<file path="src/rtl/octseg_pkg.sv">
// Shared constants and types for the octal seven-segment frame reader.
// Blank-digit support is selected by OCTSEG_READER_BLANK_EN in the decoder.
package octseg_pkg;

    localparam int DIG_W = 3;

    // Active-low segment codes, bit6=g .. bit0=a
    localparam logic [6:0] SEG_0     = 7'h40;
    localparam logic [6:0] SEG_1     = 7'h79;
    localparam logic [6:0] SEG_2     = 7'h24;
    localparam logic [6:0] SEG_3     = 7'h30;
    localparam logic [6:0] SEG_4     = 7'h19;
    localparam logic [6:0] SEG_5     = 7'h12;
    localparam logic [6:0] SEG_6     = 7'h02;
    localparam logic [6:0] SEG_7     = 7'h78;
    localparam logic [6:0] SEG_BLANK = 7'h7F;

    typedef enum logic [1:0] {
        IDLE,
        SETTLE,
        HOLD,
        DONE
    } state_t;

endpackage

</file>
<file path="src/rtl/octseg_decode.sv">
// Combinational seven-segment to octal decoder with illegal-pattern flag.
// With OCTSEG_READER_BLANK_EN defined, the all-off code is a legal zero.
module octseg_decode
    import octseg_pkg::*;
(
    input  logic [6:0]       seg_n,
    output logic [DIG_W-1:0] value,
    output logic             err
);

    always_comb begin
        value = '0;
        err   = 1'b0;
        case (seg_n)
            SEG_0: value = 3'd0;
            SEG_1: value = 3'd1;
            SEG_2: value = 3'd2;
            SEG_3: value = 3'd3;
            SEG_4: value = 3'd4;
            SEG_5: value = 3'd5;
            SEG_6: value = 3'd6;
            SEG_7: value = 3'd7;
`ifdef OCTSEG_READER_BLANK_EN
            SEG_BLANK: value = 3'd0;
`endif
            default: err = 1'b1;
        endcase
    end

endmodule

</file>
<file path="src/rtl/octseg_reader.sv">
// Captures a multiplexed octal seven-segment display scan into whole frames.
// Optional blank-digit decoding: define OCTSEG_READER_BLANK_EN.
module octseg_reader
    import octseg_pkg::*;
#(
    parameter int NDIG       = 3,
    parameter int STABLE_CYC = 4
) (
    input  logic                  clk,
    input  logic                  rst_n,
    input  logic [6:0]            seg_n,
    input  logic [NDIG-1:0]       dig_sel,
    output logic [DIG_W*NDIG-1:0] frame_data,
    output logic [NDIG-1:0]       frame_err,
    output logic                  frame_valid,
    input  logic                  frame_ready,
    output logic                  ovf,
    output logic                  seq_err
);

    localparam logic [NDIG-1:0] ONE_OH   = NDIG'(1);
    localparam logic [NDIG-1:0] LAST_OH  = ONE_OH << (NDIG - 1);
    localparam logic [7:0]      CNT_LAST = 8'(STABLE_CYC - 1);
    localparam logic [2:0]      IDX_LAST = 3'(NDIG - 1);

    // Reset asserts asynchronously but releases on a clock edge
    logic [1:0] rst_sync;
    logic       core_rst_n;

    always_ff @(posedge clk or negedge rst_n) begin
        if (!rst_n) rst_sync <= 2'b00;
        else        rst_sync <= {rst_sync[0], 1'b1};
    end
    assign core_rst_n = rst_sync[1];

    state_t                      state, state_nxt;
    logic [2:0]                  idx, idx_nxt;
    logic [7:0]                  cnt, cnt_nxt;
    logic [6:0]                  seg_q, segq_nxt;
    logic [NDIG-1:0][DIG_W-1:0]  dig_q, asm_data;
    logic [NDIG-1:0]             err_q, asm_err;
    logic [NDIG-1:0]             cur_oh, nxt_oh;
    logic [DIG_W-1:0]            dec_val;
    logic                        dec_err, cap, abort, last;

    octseg_decode u_dec (
        .seg_n (seg_n),
        .value (dec_val),
        .err   (dec_err)
    );

    assign cur_oh = ONE_OH << idx;
    assign nxt_oh = cur_oh << 1;
    assign last   = (idx == IDX_LAST);

    // Partial frame with the digit being captured merged in
    always_comb begin
        asm_data = dig_q;
        asm_err  = err_q;
        for (int k = 0; k < NDIG; k++) begin
            if (idx == 3'(k)) begin
                asm_data[k] = dec_val;
                asm_err[k]  = dec_err;
            end
        end
    end

    always_comb begin
        state_nxt = state;
        idx_nxt   = idx;
        cnt_nxt   = cnt;
        segq_nxt  = seg_q;
        cap       = 1'b0;
        abort     = 1'b0;
        case (state)
            IDLE: begin
                if (dig_sel == ONE_OH) begin
                    state_nxt = SETTLE;
                    idx_nxt   = '0;
                    cnt_nxt   = '0;
                    segq_nxt  = seg_n;
                end
            end
            SETTLE: begin
                // The strobe must stay on the current digit until it is captured
                if (dig_sel != cur_oh) begin
                    abort     = 1'b1;
                    state_nxt = IDLE;
                    cnt_nxt   = '0;
                end else if (seg_n != seg_q) begin
                    segq_nxt = seg_n;
                    cnt_nxt  = '0;
                end else if (cnt == CNT_LAST) begin
                    cap       = 1'b1;
                    cnt_nxt   = '0;
                    state_nxt = last ? DONE : HOLD;
                end else begin
                    cnt_nxt = cnt + 8'd1;
                end
            end
            HOLD: begin
                if (dig_sel == cur_oh || dig_sel == '0) begin
                    state_nxt = HOLD;
                end else if (dig_sel == nxt_oh) begin
                    state_nxt = SETTLE;
                    idx_nxt   = idx + 3'd1;
                    cnt_nxt   = '0;
                    segq_nxt  = seg_n;
                end else begin
                    abort     = 1'b1;
                    state_nxt = IDLE;
                end
            end
            DONE: begin
                if (dig_sel != LAST_OH) state_nxt = IDLE;
            end
            default: state_nxt = IDLE;
        endcase
    end

    always_ff @(posedge clk or negedge core_rst_n) begin
        if (!core_rst_n) begin
            state       <= IDLE;
            idx         <= '0;
            cnt         <= '0;
            seg_q       <= '0;
            dig_q       <= '0;
            err_q       <= '0;
            frame_data  <= '0;
            frame_err   <= '0;
            frame_valid <= 1'b0;
            ovf         <= 1'b0;
            seq_err     <= 1'b0;
        end else begin
            state   <= state_nxt;
            idx     <= idx_nxt;
            cnt     <= cnt_nxt;
            seg_q   <= segq_nxt;
            seq_err <= abort;
            ovf     <= 1'b0;
            if (cap) begin
                dig_q <= asm_data;
                err_q <= asm_err;
            end else if (abort) begin
                dig_q <= '0;
                err_q <= '0;
            end
            // A completed frame only replaces the held one if that one leaves now
            if (cap && last) begin
                if (!frame_valid || frame_ready) begin
                    frame_data  <= asm_data;
                    frame_err   <= asm_err;
                    frame_valid <= 1'b1;
                end else begin
                    ovf <= 1'b1;
                end
            end else if (frame_ready) begin
                frame_valid <= 1'b0;
            end
        end
    end

endmodule

</file>
<file path="config.mk">
export PLATFORM = sky130hd
export DESIGN_NAME = octseg_reader
export DESIGN_NICKNAME = d
export VERILOG_FILES = /design/src/rtl/octseg_pkg.sv /design/src/rtl/octseg_decode.sv /design/src/rtl/octseg_reader.sv
export SDC_FILE = /design/constraint.sdc
export NUM_CORES = 1
export LEC_CHECK = 0
export CORE_MARGIN = 10
export CORE_UTILIZATION = 50
export DETAILED_ROUTE_END_ITERATION = 7
export HOLD_SLACK_MARGIN = 0.06
export PLACE_DENSITY = 0.82
export SYNTH_ARGS = -nofsm -noshare
export SYNTH_HDL_FRONTEND = slang
export SYNTH_SLANG_ARGS = --single-unit
</file>
<file path="constraint.sdc">
create_clock -name clk -period 1.7 [get_ports clk]
set_clock_uncertainty 0.1 [all_clocks]
set_input_delay 0.51 -clock clk [delete_from_list [all_inputs] [get_ports clk]]
set_output_delay 0.51 -clock clk [all_outputs]
set_load 0.05 [all_outputs]
</file>
After elaboration in Yosys (flattened, before gate mapping)
Index checks and enable logic that the tools add are counted.
- flip-flop bits (word level): 49
- input port bits: 13
- output and inout bits: 15
- word-level logic and storage cells: 115
- muxes and demuxes: 51
- reductions and logical operators: 18
- $add $sub $neg: 2
- equal/unequal tests: 29
- shifts and indexed selects: 1
- operators with widths (kind ; number):
    8-bit 2-to-1 mux ; 6
    7-bit 2-to-1 mux ; 5
    3-bit 2-to-1 mux ; 8
    8-bit one-hot mux with 3 select lines ; 1
    7-bit == test (second input constant) ; 3
    3-bit one-hot mux with 7 select lines ; 1
    7-bit one-hot mux with 3 select lines ; 1
    1-bit 2-to-1 mux ; 18
    9-bit 2-to-1 mux ; 2
    7-bit by 5-bit == test with 1-bit output (second input constant) ; 2
    7-bit by 6-bit == test with 1-bit output (second input constant) ; 2
    2-bit 2-to-1 mux ; 6
    2-bit inequality test (second input constant) ; 6
    4-bit AND reduction ; 3
    3-bit inequality test (second input constant) ; 3
    8-bit by 1-bit adder with 8-bit output (second input constant) ; 1
    8-bit by 2-bit == test with 1-bit output (second input constant) ; 1
    2-bit one-hot mux with 4 select lines ; 1
    8-bit OR reduction ; 1
    7-bit by 2-bit == test with 1-bit output (second input constant) ; 1
    7-bit inequality test ; 1
    3-bit by 1-bit == test with 1-bit output (second input constant) ; 2
    3-bit == test ; 2
    3-bit logical NOT ; 2
    17 further kinds ; 22

Logic depth before layout (Yosys ltp)
- depth in word-level cells: 8
- depth in mapped cells: 9
- gate-level depth less buffers: 8

By module
Synthesis repeated with hierarchy kept, for this count alone.
- cells, all modules: 251
- area total of the unflattened synthesis: 2752.6 um^2
- modules (own cells, without submodules) (module ; area each (um^2) ; sequential area each (um^2) ; times used ; cells each):
    octseg_reader ; 2556.2 ; 1126.1 ; 1 ; 226
    octseg_decode ; 196.4 ; 0.0 ; 1 ; 25

Worst setup path before layout
No wires, ideal clock.
- kind: register to register
- start point: register idx[0]
- end point: register frame_data[0]
- path buffers: 1
- clock period less this slack: 2504 ps
- arrival time: 2279 ps
- data required time: 1475 ps
- cell stages (with the launch flop): 10
- library setup time: 125 ps
- slack: -804 ps
- path through: dfrtp_1 > inv_1 > ha_1 > nor4b_1 > a32o_1 > o211ai_2 > nor3_4 > nand3_4 > buf_6 > mux2_4
- longest elaborated chain between the ends: 6
- elaborated cells between the ends (all ways): 9
- classes of those cells: eq/ne (2); shift (1); mux (3); reduce/logical (3)
- ends and longest elaborated chain (item ; line ; text):
    from (decl) ; octseg_reader.sv:37 ; logic [2:0] idx, idx_nxt;
    from (signal assigned) ; octseg_reader.sv:136 ; idx <= idx_nxt;
    1-bit by 3-bit left shift with 3-bit output ; octseg_reader.sv:52 ; assign cur_oh = ONE_OH << idx;
    3-bit inequality test ; octseg_reader.sv:86 ; if (dig_sel != cur_oh) begin
    1-bit 2-to-1 mux ; octseg_reader.sv:86 ;
    1-bit 2-to-1 mux ; octseg_reader.sv:75 ; case (state)
    1-bit logical AND ; octseg_reader.sv:149 ; if (cap && last) begin
    2-bit AND reduction (no source line) ; n/a ;
    to (signal assigned) ; octseg_reader.sv:151 ; frame_data <= asm_data;
    to (decl) ; octseg_reader.sv:13 ; output logic [DIG_W*NDIG-1:0] frame_data,
Parallel ways exist; a longest one is shown, timed or not.
A chain may end at the register's enable or synchronous reset.

Worst setup path in the final report
- start point: register idx[0]
- end point: register seg_q[0]
- longest elaborated chain between the ends: 5
- elaborated cells between the ends (all ways): 9
- classes of those cells: eq/ne (6); shift (1); reduce/logical (2)
- ends and longest elaborated chain (item ; line ; text):
    1-bit by 3-bit left shift with 3-bit output (*) ; octseg_reader.sv:52 ;
    3-bit == test ; octseg_reader.sv:102 ; if (dig_sel == cur_oh || dig_sel == '0) begin
    1-bit logical OR ; octseg_reader.sv:102 ;
    2-bit inequality test (no source line) ; n/a ;
    6-bit AND reduction (no source line) (*) ; n/a ;
    to (signal assigned) ; octseg_reader.sv:138 ; seg_q <= segq_nxt;
    to (decl) ; octseg_reader.sv:39 ; logic [6:0] seg_q, segq_nxt;
Mark *: on every way between the ends. The rest lies on a longest branch, timed or not.

==> flow_metrics.env <==
export IMPL_status="finished with violations"
export IMPL_violations="setup timing"
export IMPL_fmax_ghz=0.3770
export IMPL_syn_nets=293
export IMPL_drcViolationCount=0
export IMPL_hold_viol_final=0
export IMPL_synth_top_family_by_area="simple AND/OR/NAND/NOR gates"
export IMPL_grt_start_max_net_pins=27
export IMPL_crit_type="flop to flop"
export IMPL_fin_setup_tns_ns=-32.46
export IMPL_r2r_end="seg_q[0]$_DFFE_PN0P_"
export IMPL_power_leakage_uw=0.002019
export IMPL_insertedDiodeCount=0
export IMPL_rows=26
export IMPL_cts_hold_buf=0
export IMPL_start_kind="flop"
export IMPL_synthesis_area_um2=2701
export IMPL_cts_htree_levels=2
export IMPL_routed_wirelength_um=11790
export IMPL_peakVddDrop_v=0.0008335
export IMPL_p_seq_share_pct=33.7
export IMPL_cts_sinks=45
export IMPL_place_congestion=0.9119
export IMPL_synth_most_common_cell="dfrtp_1"
export IMPL_finalWorstSetupSlack_ns=-0.9525
export IMPL_regToRegSetupSlack_ns=-0.95
export IMPL_dp_hpwl_um=5744
export IMPL_swShare_pct=35.96
export IMPL_cp_required_ns=1.80
export IMPL_core_area_um2=5172
export IMPL_cts_root_buffer="clkbuf_8"
export IMPL_antenna_found_initial=0
export IMPL_cp_common_cell="buf_4"
export IMPL_min_path_type="flop to asynchronous set/reset pin"
export IMPL_yosysWarnings=0
export IMPL_period_needed_ns=2.653
export IMPL_synth_top_cell_area_share_pct=41.69
export IMPL_cp_slowest_cell="dfrtp_1"
export IMPL_ys_ff_latch=45
export IMPL_antenna_left=0
export IMPL_synth_compound_area_share_pct=15.05
export IMPL_setup_viol=43
export IMPL_clk_pin_slew_ns=0.10
export IMPL_vias_per_cell=6.555
export IMPL_cp_arrival_ns=2.75
export IMPL_dieArea_um2=8742
export IMPL_switchingPower_uw=1393
export IMPL_clk_latency_ns=0.31
export IMPL_async_flop_share_pct=100.0
export IMPL_synth_adder_area_share_pct=4.632
export IMPL_die_w_um=93.50
export IMPL_internal_power_uw=2482
export IMPL_synth_area_per_cell_um2=10.00
export IMPL_grt_pass1_wl_um=15190
export IMPL_synthTopCellsByArea="dfrtp_1, ha_1, mux2_2"
export IMPL_holdWs_ns=0.1351
export IMPL_boundaryPins=28
export IMPL_combPwrFrac_pct=43.1
export IMPL_reg2reg_from="idx[0]$_DFFE_PN0P_"
export IMPL_grt_pass1_vias=2931
export IMPL_period_share_pct=156.0
export IMPL_ys_flop_type="dfrtp_1"
export IMPL_drv_cap=0
export IMPL_synthMuxAreaShare_pct=10.33
export IMPL_grt_use_total_pct=21.93
export IMPL_slew_viol_final=0
export IMPL_drive_gt1_share_pct=50.26
export IMPL_synth_yosys_seq_area_share_pct=41.69
export IMPL_syn_to_final_growth_pct=61.93
export IMPL_reg2reg_depth=10
export IMPL_cts_inserted_buffers=5
export IMPL_synth_cell_types=51
export IMPL_drt_iter0_drc=257
export IMPL_cp_max_fo=7
export IMPL_clk_path_buf_depth=2
export IMPL_grt_overflow_total=0
export IMPL_portBuffers=27
export IMPL_clkPwrFrac_pct=23.2
export IMPL_final_nets=410
export IMPL_synth_xor_area_share_pct=3.566
export IMPL_worstPathCellList="inv_2 -> ha_4 -> buf_4 -> nor4bb_4 -> a32oi_2 -> nand3_1 -> nand4b_1 -> buf_4 -> a21o_4 -> mux2_2"
export IMPL_via_count=3002
export IMPL_cts_tree="yes"
export IMPL_drtPass1Iterations=5
export IMPL_synth_edff_count=0
export IMPL_crit_path_max_incr_delay_ns=0.40
export IMPL_fp_dieH_um=93.50
export IMPL_synth_top_area_cell="dfrtp_1"
export IMPL_p_per_area_nw_per_um2=885.9
export IMPL_synthSimpleGateAreaFrac_pct=20.10
export IMPL_syn_inst=270
export IMPL_rsz0062_at_grt="yes"
export IMPL_cp_end_kind="flop"
export IMPL_yosys_top_cells_count="dfrtp_1, nand2_1, inv_1, o21ai_0, nand3_1"
export IMPL_wl_per_cell_um=25.74
export IMPL_initial_utilization_pct=52.23
[worst max-delay path, delay by kind of cell (launching register included)]
family | cells | cell delay (ns)
and+or+nand+nor | 3 | 0.72
buffers and inverters | 3 | 0.45
DFF | 1 | 0.40
AOI/OAI and AO/OA | 2 | 0.38
muxes | 1 | 0.31
adders and majority gates | 1 | 0.19
[through the flow]
stage                     total power, uW  worst slack (ns)  instance area [um2]  utilization (%)  cells
after floorplan                      2055           -0.6995                 2756                -    270
after global placement               2396            -1.021                 3759            72.67    430
after detailed placement             2462            -1.103                 3759            72.67    430
after CTS                            3467           -0.7321                 4167            80.55    452
after global routing                 3991            -1.092                 4374            84.57    458
final                                3875           -0.9525                 4374            84.57    458
[cells in the final DEF, fill, tap and decap left out, types with 5 or more instances in the layout]
cell and n:
a21oi_2 5, buf_12 16, buf_4 79, buf_6 13
clkbuf_8 6, clkdlybuf4s50_1 5, dfrtp_1 44, ha_1 7
inv_1 14, mux2_2 10, mux2_4 8, nand2_1 23
nand2b_1 8, nand3_1 11, nor2_1 6, nor2b_1 5
o21ai_0 11, xnor2_1 6
[layer usage]
| layer | track usage (%) | share of wire (%) | vias up |
|---|---|---|---|
| met2 | 38.92 | 49 | 272 |
| met5 | 0 | 0 | - |
| met4 | 13.24 | 7.4 | 0 |
| met1 | 22.84 | 34 | 1433 |
| met3 | 5.356 | 10 | 94 |
| li1 | - | - | 1203 |
[power by group through the flow]
stage | sequential (uW) | clock, uW | combinational [uW]
finish | 1310 | 898 | 1670
CTS | 1280 | 872 | 1310
global placement | 1300 | 0 | 1090
detailed placement | 1310 | 0 | 1150
global route | 1310 | 932 | 1750
floorplan | 1330 | 0 | 724
[registers in the layout, summed over array words and instances, names as in the netlist]
register,flops
cnt,8
dig_q,6
err_q,2
frame_data,9
frame_err,3
frame_valid,1
idx,3
ovf,1
rst_sync,2
seg_q,7
seq_err,1
state,2
[worst max-delay path by stage]
stage / startpoint / endpoint / cells after the start
after floorplan: idx[0]$_DFFE_PN0P_ / frame_data[0]$_DFFE_PN0P_ / 9
after global placement: seg_n[1] / cnt[6]$_DFFE_PN0P_ / 7
after detailed placement: seg_n[1] / cnt[6]$_DFFE_PN0P_ / 7
after CTS: idx[0]$_DFFE_PN0P_ / cnt[0]$_DFFE_PN0P_ / 9
after global routing: idx[0]$_DFFE_PN0P_ / seg_q[0]$_DFFE_PN0P_ / 10
final: idx[0]$_DFFE_PN0P_ / seg_q[0]$_DFFE_PN0P_ / 10
[cell type report]
type | count | area [um2]
Multi-Input combinational cell | 199 | 1807
Timing Repair Buffer | 120 | 1172
Sequential cell | 45 | 1127
Fill cell | 222 | 798.3
Tap cell | 70 | 87.58
Clock buffer | 6 | 82.58
Inverter | 16 | 60.06
Clock inverter | 2 | 37.54
[kinds of logic (layout without fill, tap and decap cells)]
| group | Yosys count | in the layout |
|---|---|---|
| AND/OR/NAND/NOR | 94 | 95 |
| multiplexers | 23 | 23 |
| AO/OA/AOI/OAI | 59 | 59 |
| flip-flops | 45 | 45 |
| buffers and inverters | 27 | 144 |
| other | 1 | 1 |
| XOR/XNOR | 11 | 11 |
| adder cells (fa/ha/maj) | 10 | 10 |
[what timing repair did]
item,4_1_cts,5_1_grt
gates resized for setup,49,40
setup endpoints to repair,43,43
buffers inserted,13,9
pin swaps,23,17
gates cloned,1,0
(Power assumes the default switching activity.)
